## src/rtl/serial_add_ctrl.sv

```systemverilog
// Bit-serial adder controller: one shared full-adder cell, one bit per clock.
// Operands shift out LSB first; the ripple carry is held in a flip-flop between bits.

module fa (
    input  logic a,
    input  logic b,
    input  logic ci,
    output logic s,
    output logic co
);
    assign s  = a ^ b ^ ci;
    assign co = (a & b) | (ci & (a ^ b));
endmodule

module serial_add_ctrl #(
    parameter int WIDTH = 8
) (
    input  logic             CLK,
    input  logic             RST_N,
    input  logic             Start,
    input  logic [WIDTH-1:0] A,
    input  logic [WIDTH-1:0] B,
    input  logic             Cin,
    output logic             Busy,
    output logic             Done,
    output logic [WIDTH-1:0] S,
    output logic             Cout
);
    localparam int CW = $clog2(WIDTH);
    localparam logic [CW-1:0] LAST = CW'(WIDTH - 1);

    typedef enum logic [1:0] {IDLE, RUN, DONE} state_t;

    state_t             state;
    logic [WIDTH-1:0]   opa;
    logic [WIDTH-1:0]   opb;
    logic [WIDTH-2:0]   sreg;
    logic               carry;
    logic [CW-1:0]      cnt;
    logic               fa_s;
    logic               fa_co;
    logic [WIDTH-1:0]   sum_nxt;

    fa u_fa (
        .a  (opa[0]),
        .b  (opb[0]),
        .ci (carry),
        .s  (fa_s),
        .co (fa_co)
    );

    // The newest bit enters at the MSB, so after WIDTH shifts bit 0 is at the LSB.
    assign sum_nxt = {fa_s, sreg};

    always_ff @(posedge CLK or negedge RST_N) begin
        if (!RST_N) begin
            state <= IDLE;
            opa   <= '0;
            opb   <= '0;
            sreg  <= '0;
            carry <= 1'b0;
            cnt   <= '0;
            Busy  <= 1'b0;
            Done  <= 1'b0;
            S     <= '0;
            Cout  <= 1'b0;
        end else begin
            unique case (state)
                IDLE, DONE: begin
                    Done <= 1'b0;
                    if (Start) begin
                        opa   <= A;
                        opb   <= B;
                        carry <= Cin;
                        cnt   <= '0;
                        Busy  <= 1'b1;
                        state <= RUN;
                    end else begin
                        Busy  <= 1'b0;
                        state <= IDLE;
                    end
                end
                RUN: begin
                    opa   <= opa >> 1;
                    opb   <= opb >> 1;
                    sreg  <= sum_nxt[WIDTH-1:1];
                    carry <= fa_co;
                    cnt   <= cnt + CW'(1);
                    if (cnt == LAST) begin
                        S     <= sum_nxt;
                        Cout  <= fa_co;
                        Busy  <= 1'b0;
                        Done  <= 1'b1;
                        state <= DONE;
                    end
                end
                default: begin
                    Busy  <= 1'b0;
                    Done  <= 1'b0;
                    state <= IDLE;
                end
            endcase
        end
    end
endmodule
```

## config.mk

```make
export PLATFORM = sky130hd
export DESIGN_NAME = serial_add_ctrl
export DESIGN_NICKNAME = d
export VERILOG_FILES = /design/src/rtl/serial_add_ctrl.sv
export SDC_FILE = /design/constraint.sdc
export NUM_CORES = 1
export LEC_CHECK = 0
export ABC_AREA = 1
export CORE_MARGIN = 5
export CORE_UTILIZATION = 40
export CTS_CLUSTER_SIZE = 20
export DETAILED_ROUTE_END_ITERATION = 10
export MAX_ROUTING_LAYER = met4
export PLACE_DENSITY_LB_ADDON = 0.08
export SYNTH_ARGS = -nofsm -noshare
export SYNTH_HDL_FRONTEND = slang
export SYNTH_SLANG_ARGS = --single-unit
```

## constraint.sdc

```tcl
create_clock -name CLK -period 1.5 [get_ports CLK]
set_input_delay 0.3 -clock CLK [delete_from_list [all_inputs] [get_ports CLK]]
set_output_delay 0.3 -clock CLK [all_outputs]
set_load 0.02 [all_outputs]
```

==> out/qor.csv, run 1 <==
stage;metric;value;unit
min_path;hold_path.class;flip-flop to flip-flop;
power_and_ir_drop;power_switching;2010;uW
setup_path;chain_of_cells_forming_the_critical_path;dlygate4sd2_1;
setup_path;crit_path_top_delay_cell;dfrtp_1;
floorplan;core_area;4380;sq um
power_and_ir_drop;sw_frac_of_total;40.8;%
setup_path;crit_path_end_kind;output pin;
floorplan;die-area;6030;sq um
logic_synthesis;yosysTopAreaCellShare;51.9;%
logic_synthesis;cell_types_with_the_largest_area_share_after_synthesis;dfrtp_1 52%, nand2_1 14%, nand3_1 8.2%, inv_1 8.0%, o21ai_2 3.8%;
detailed_routing;drt_iter0_drc;115;
floorplan;fp.dieW;77.7;um
floorplan;initial_utilization;41.8;%
global_routing;grt_use_total;14.2;%
cells_and_area;final_nets;275;
cells_and_area;finalNonFillerCells;304;
sta;fin_setup_tns;0;ns
power_and_ir_drop;relative_contribution_of_the_clock_network_to_total_power;18.0;%
power_and_ir_drop;total_leakage_power;0.00125;uW
sta;grt_setup_unrepaired;false;
logic_synthesis;synth_flop_cell;dfrtp_1;
setup_path;setup.worst_path.start_class;flip-flop;
global_routing;number_of_antenna_violations_at_the_first_check_in_global_routing;0;
place;post_dp_hpwl;2.45;mm
floorplan;fp.dieH;77.7;um
logic_synthesis;synth.yosys.seq_area_share;51.9;%
logic_synthesis;mappedNetlistArea;1830;sq um
detailed_routing;firstDrtPassIters;4;
cells_and_area;multiInputGateArea;644;sq um
power_and_ir_drop;seq_power_share;36.2;%
detailed_routing;num_vias;1405;
sta;final-max-slew-violation-count;0;
setup_path;timing.critical_path.required;1.20;ns
clock_tree;clockBufferDepth;2;
sta;worst_pin_slew;0.247;ns
logic_synthesis;postSynthAreaPerCell;8.40;sq um
setup_path;critPathKind;flip-flop to output pin;
cells_and_area;register_area;951;sq um
clock_tree;cts_made_buffers;5;
place;portBuffers;30;
setup_path;cp_max_fo;4;
sta;setup_viol;0;
clock_tree;tritoncts_clock_tree;yes;
setup_path;critical_path.n_buffers_inverters;1;
logic_synthesis;synth_largest_area_cell;dfrtp_1;
place;place_congestion;0.742;
clock_tree;clk_latency;0.29;ns
detailed_routing;routedWlPerCell;12.2;um
logic_synthesis;post-synth-top-count-cell;nand2_1;
global_routing;number_of_global_route_vias_before_repair;1438;
cells_and_area;n_antenna_cell;0;
logic_synthesis;post_synth_edffs;0;
setup_path;r2r_slack;0.14;ns
power_and_ir_drop;peakVddDrop;0.902;mV
cells_and_area;final_layout_size_suffix_gt1_share;11.9;%
sta;post-route-min-period;1.42;ns
logic_synthesis;synth_fp_nets;241;
sta;clock-skew-final;0.00905;ns
logic_synthesis;synth_top_cells_by_count;70 x nand2_1, 39 x inv_1, 38 x dfrtp_1;
clock_tree;clock_tree.htree_level_count;2;
clock_tree;clk_transition_reported_paths;0.08;ns
clock_tree;clock-root-buffer;clkbuf_8;
sta;max_clock_freq;703;MHz
clock_tree;cts_sinks;38;
floorplan;placementRows;24;
place;dp.cells;296;
global_routing;globalRouteOverflowTotal;0;
cells_and_area;area.growth.synth_to_final;25.2;%
sta;timing.final.crit_share;94.8;%
sta;relSlewSlack;83.5;%
power_and_ir_drop;powerDensity;2140;nW/um^2
detailed_routing;remaining_drc_errors;0;
detailed_routing;drt-vias-per-instance;4.62;
logic_synthesis;synth_cell_types;18;
outcome;run_status;complete, no violations;
cells_and_area;fillCellCount;428;
setup_path;wp_data_arrival;1.12;ns
setup_path;cpLargestDelayFamily;flip-flops;
logic_synthesis;number_of_synthesized_register_bits;38;
power_and_ir_drop;intPower;2910;uW
setup_path;critPathMaxStageDelay;0.47;ns
global_routing;global_route_wire_length_before_repair;6.67;mm
sta;hold_violations;0;
logic_synthesis;postSynth.asyncResetShare;100;%
logic_synthesis;yosys_warnings;0;
detailed_routing;drt-total-wl;3.70;mm
floorplan;ioPinCount;31;
power_and_ir_drop;combPwrFrac;45.8;%
flow_run;drv_cap;0;
global_routing;grt_max_degree;39;
detailed_routing;postRouteAntennaNets;0;
logic_synthesis;post_synthesis_instance_total;218;
power by group through the flow:
stage | Clock, uW | Sequential (uW) | Combinational, uW
final | 883 | 1780 | 2250
after global routing | 956 | 1840 | 2610
after CTS | 907 | 1780 | 2310
after detailed placement | 0 | 1800 | 2380
after global placement | 0 | 1800 | 2340
after floorplan | 0 | 1880 | 1590
through the flow:
step	cell area [sq um]	power, uW	hold slack [ns]	setup WS, ns	utilization (%)
final	2290	4920	0.479	0.0774	52.3
after global routing	2290	5410	0.509	0.0160	52.3
after CTS	2290	5000	0.485	0.0685	52.3
after detailed placement	2180	4180	0.283	0.0783	49.8
after global placement	2180	4140	0.283	0.0969	49.8
after floorplan	1830	3470	0.00441	0.265	-
per-layer routing:
| layer | wire [um] | up-vias | GRT usage [%] | share of wire [%] |
|---|---|---|---|---|
| met1 | 1750 | 637 | 18.6 | 47 |
| met5 | 0 | - | - | 0 |
| met3 | 223 | 5 | 4.40 | 6.0 |
| met4 | 57 | 0 | 5.67 | 1.5 |
| met2 | 1670 | 39 | 20.5 | 45 |
| li1 | - | 724 | - | - |
flip-flops by register name (all words and copies together) (netlist names):
name	flops
S	8
opa	8
opb	8
sreg	7
cnt	3
Cout	1
Done	1
carry	1
state	1
placed cells by master, fill, tap and decap left out, drive strengths merged:
cell,netlist,final
ha,2,2
fa,1,1
buf,9,6
clkbuf,0,6
a21oi,1,1
dfrtp,38,38
dlygate4sd3,0,1
nand3,30,30
inv,42,42
nand2,75,75
dlygate4sd2,0,11
o21ai,18,18
clkdlybuf4s50,0,18
nor2,2,2
bufinv,0,1
repair_timing:
item	4_1_cts	5_1_grt
endpoints found under the setup margin	11	0
buffers inserted	0	0
hold buffers	1	0
gates resized for setup	11	0
hold endpoints to repair	38	0
worst paths after layout:
path | from | to | cells past startpoint
hold / removal | opa[3] | opa[3] | 2
min in group asynchronous | RST_N | carry | 3
hold reg to reg | opa[3] | opa[3] | 2
max in group asynchronous | RST_N | S[1] | 3
setup reg to reg | cnt[0] | S[0] | 6
setup / recovery | state[0] | Busy | 1
final cells by class:
type | count | share of cell area [%]
sequential | 38 | 41.5
multi-input combinational | 129 | 28.1
timing repair buffer | 36 | 15.4
inverter | 42 | 7.21
clock buffer | 6 | 3.60
tap | 52 | 2.84
clock inverter | 1 | 1.31
cells by family after synthesis:
kind of cell             synth area share, %
AND/OR/NAND/NOR                         25.9
adder cells (fa/ha/maj)                 2.46
buffers and inverters                   12.9
flip-flops                              51.9
AO/OA/AOI/OAI                           6.84
Note: power is estimated with default switching activity, not from simulation.
==> inputs of run 2 (changes only) <==
CORE_MARGIN = not set   (was 5)
CTS_CLUSTER_SIZE = 14   (was 20)
==> run 2 against run 1 <==
Compared with the run above: clock skew down 0.0036 ns; maximum frequency up 3.6%; sequential power about the same; critical endpoint is now Done.
==> out/qor.csv, run 2 (same netlist as run 1, synthesis figures left out) <==
stage;metric;value;unit
power_and_ir_drop;total_leakage_power;0.00125;uW
sta;worst_pin_slew;0.246;ns
setup_path;setup.worst_path.start_class;flip-flop;
clock_tree;cts_made_buffers;5;
setup_path;chain_of_cells_forming_the_critical_path;dlygate4sd2_1;
global_routing;globalRouteOverflowTotal;0;
global_routing;number_of_global_route_vias_before_repair;1346;
power_and_ir_drop;relative_contribution_of_the_clock_network_to_total_power;13.9;%
clock_tree;tritoncts_clock_tree;yes;
global_routing;grt_use_total;17.1;%
detailed_routing;remaining_drc_errors;0;
power_and_ir_drop;sw_frac_of_total;42.1;%
detailed_routing;num_vias;1381;
setup_path;cp_max_fo;3;
clock_tree;clock_tree.htree_level_count;2;
global_routing;grt_max_degree;39;
clock_tree;clock-root-buffer;clkbuf_8;
floorplan;initial_utilization;41.8;%
cells_and_area;final_nets;277;
cells_and_area;final_layout_size_suffix_gt1_share;12.6;%
floorplan;core_area;4380;sq um
global_routing;global_route_wire_length_before_repair;6.17;mm
clock_tree;clk_latency;0.28;ns
clock_tree;clk_transition_reported_paths;0.07;ns
setup_path;critPathKind;flip-flop to output pin;
setup_path;crit_path_top_delay_cell;dfrtp_1;
sta;fin_setup_tns;0;ns
setup_path;crit_path_end_kind;output pin;
floorplan;die-area;4850;sq um
place;post_dp_hpwl;2.33;mm
detailed_routing;drt_iter0_drc;62;
detailed_routing;firstDrtPassIters;4;
setup_path;wp_data_arrival;1.07;ns
floorplan;fp.dieW;69.7;um
clock_tree;postCtsSetupRepairBufs;0;
setup_path;critPathMaxStageDelay;0.43;ns
setup_path;cpLargestDelayFamily;flip-flops;
detailed_routing;postRouteAntennaNets;0;
setup_path;timing.critical_path.required;1.20;ns
cells_and_area;fillCellCount;416;
sta;timing.final.crit_share;91.6;%
cells_and_area;most-common-layout-cells;70 x nand2_1, 39 x inv_1, 38 x dfrtp_1;
flow_run;drv_cap;0;
floorplan;fp.dieH;69.7;um
sta;grt_setup_unrepaired;false;
cells_and_area;n_antenna_cell;0;
detailed_routing;drt-vias-per-instance;4.51;
sta;relSlewSlack;83.6;%
outcome;run_status;complete, no violations;
sta;post-route-min-period;1.37;ns
min_path;hold_path.class;flip-flop to flip-flop;
power_and_ir_drop;combPwrFrac;48.4;%
power_and_ir_drop;total_power;4710;uW
clock_tree;cts_sinks;38;
power_and_ir_drop;powerDensity;2070;nW/um^2
detailed_routing;drt-total-wl;3.48;mm
power_and_ir_drop;power_switching;1980;uW
place;place_congestion;0.740;
setup_path;critical_path.n_buffers_inverters;1;
floorplan;placementRows;24;
sta;max_clock_freq;728;MHz
sta;setup_viol;0;
cells_and_area;layout_top_registers;S x8, opa x8, opb x8;
power_and_ir_drop;intPower;2730;uW
power_and_ir_drop;peakVddDrop;1.09;mV
cells_and_area;area.growth.synth_to_final;24.2;%
sta;clock-skew-final;0.00544;ns
sta;final-max-slew-violation-count;0;
power_and_ir_drop;seq_power_share;37.7;%
cells_and_area;mostFrequentLayoutCell;nand2_1;
sta;hold_violations;0;
detailed_routing;routedWlPerCell;11.4;um
global_routing;number_of_antenna_violations_at_the_first_check_in_global_routing;0;
clock_tree;clockBufferDepth;2;
place;portBuffers;30;
floorplan;ioPinCount;31;
## run 2: cell count changes in the layout (fill, tap and decap cells not counted)
cell,delta
buf_4,+2
bufinv_16,-1
clkbuf_8,-1
clkinv_2,+2
## run 2: worst paths after layout
kind                              from  endpoint  depth (start not counted)  slack, ns
worst max register to register  cnt[0]      S[0]                          6       0.15
worst max-delay path              Done      Done                          1       0.13
worst min-delay path            cnt[0]    cnt[0]                          1       0.48
max in group asynchronous        RST_N    opa[0]                          3       0.81
worst min register to register  cnt[0]    cnt[0]                          1       0.48
min in group asynchronous        RST_N    opb[4]                          3       0.50
## run 2: power by group through the flow
stage          Combinational, uW  Sequential (uW)  Clock (uW)
3_3_place_gp                2400             1790           0
3_5_place_dp                2410             1790           0
2_1_floorplan               1590             1880           0
5_1_grt                     2620             1830         724
6_report                    2280             1770         654
4_1_cts                     2340             1770         675
## run 2: area by class of cell
cell class,count,area (sq um),share of cell area [%]
Clock buffer,5,68.8,3.03
Clock inverter,2,10.0,0.440
Inverter,42,165,7.26
Multi-Input combinational cell,129,644,28.3
Sequential cell,38,951,41.8
Tap cell,52,65.1,2.86
Timing Repair Buffer,38,369,16.2
## run 2: what timing repair did
action                                  CTS  global route
hold endpoints to repair                 38             0
hold buffers                              1             0
gates resized for setup                  11             0
endpoints found under the setup margin   11             0
## run 2: metrics by stage
stage / setup WS, ns / area, sq um / std cells / utilization, % / hold WS [ns]
floorplan: 0.265 / 1830 / 218 / - / 0.00441
global placement: 0.121 / 2200 / 298 / 50.1 / 0.283
detailed placement: 0.102 / 2200 / 298 / 50.1 / 0.283
CTS: 0.107 / 2270 / 306 / 51.9 / 0.484
global route: 0.0521 / 2270 / 306 / 51.9 / 0.501
finish: 0.127 / 2270 / 306 / 51.9 / 0.479
## run 2: layer usage
| layer | wire length (um) | up-vias | GRT usage [%] |
|---|---|---|---|
| li1 | - | 729 | - |
| met2 | 1620 | 23 | 26.9 |
| met4 | 34 | 0 | 6.00 |
| met3 | 125 | 2 | 5.52 |
| met5 | 0 | - | - |
| met1 | 1700 | 627 | 20.8 |
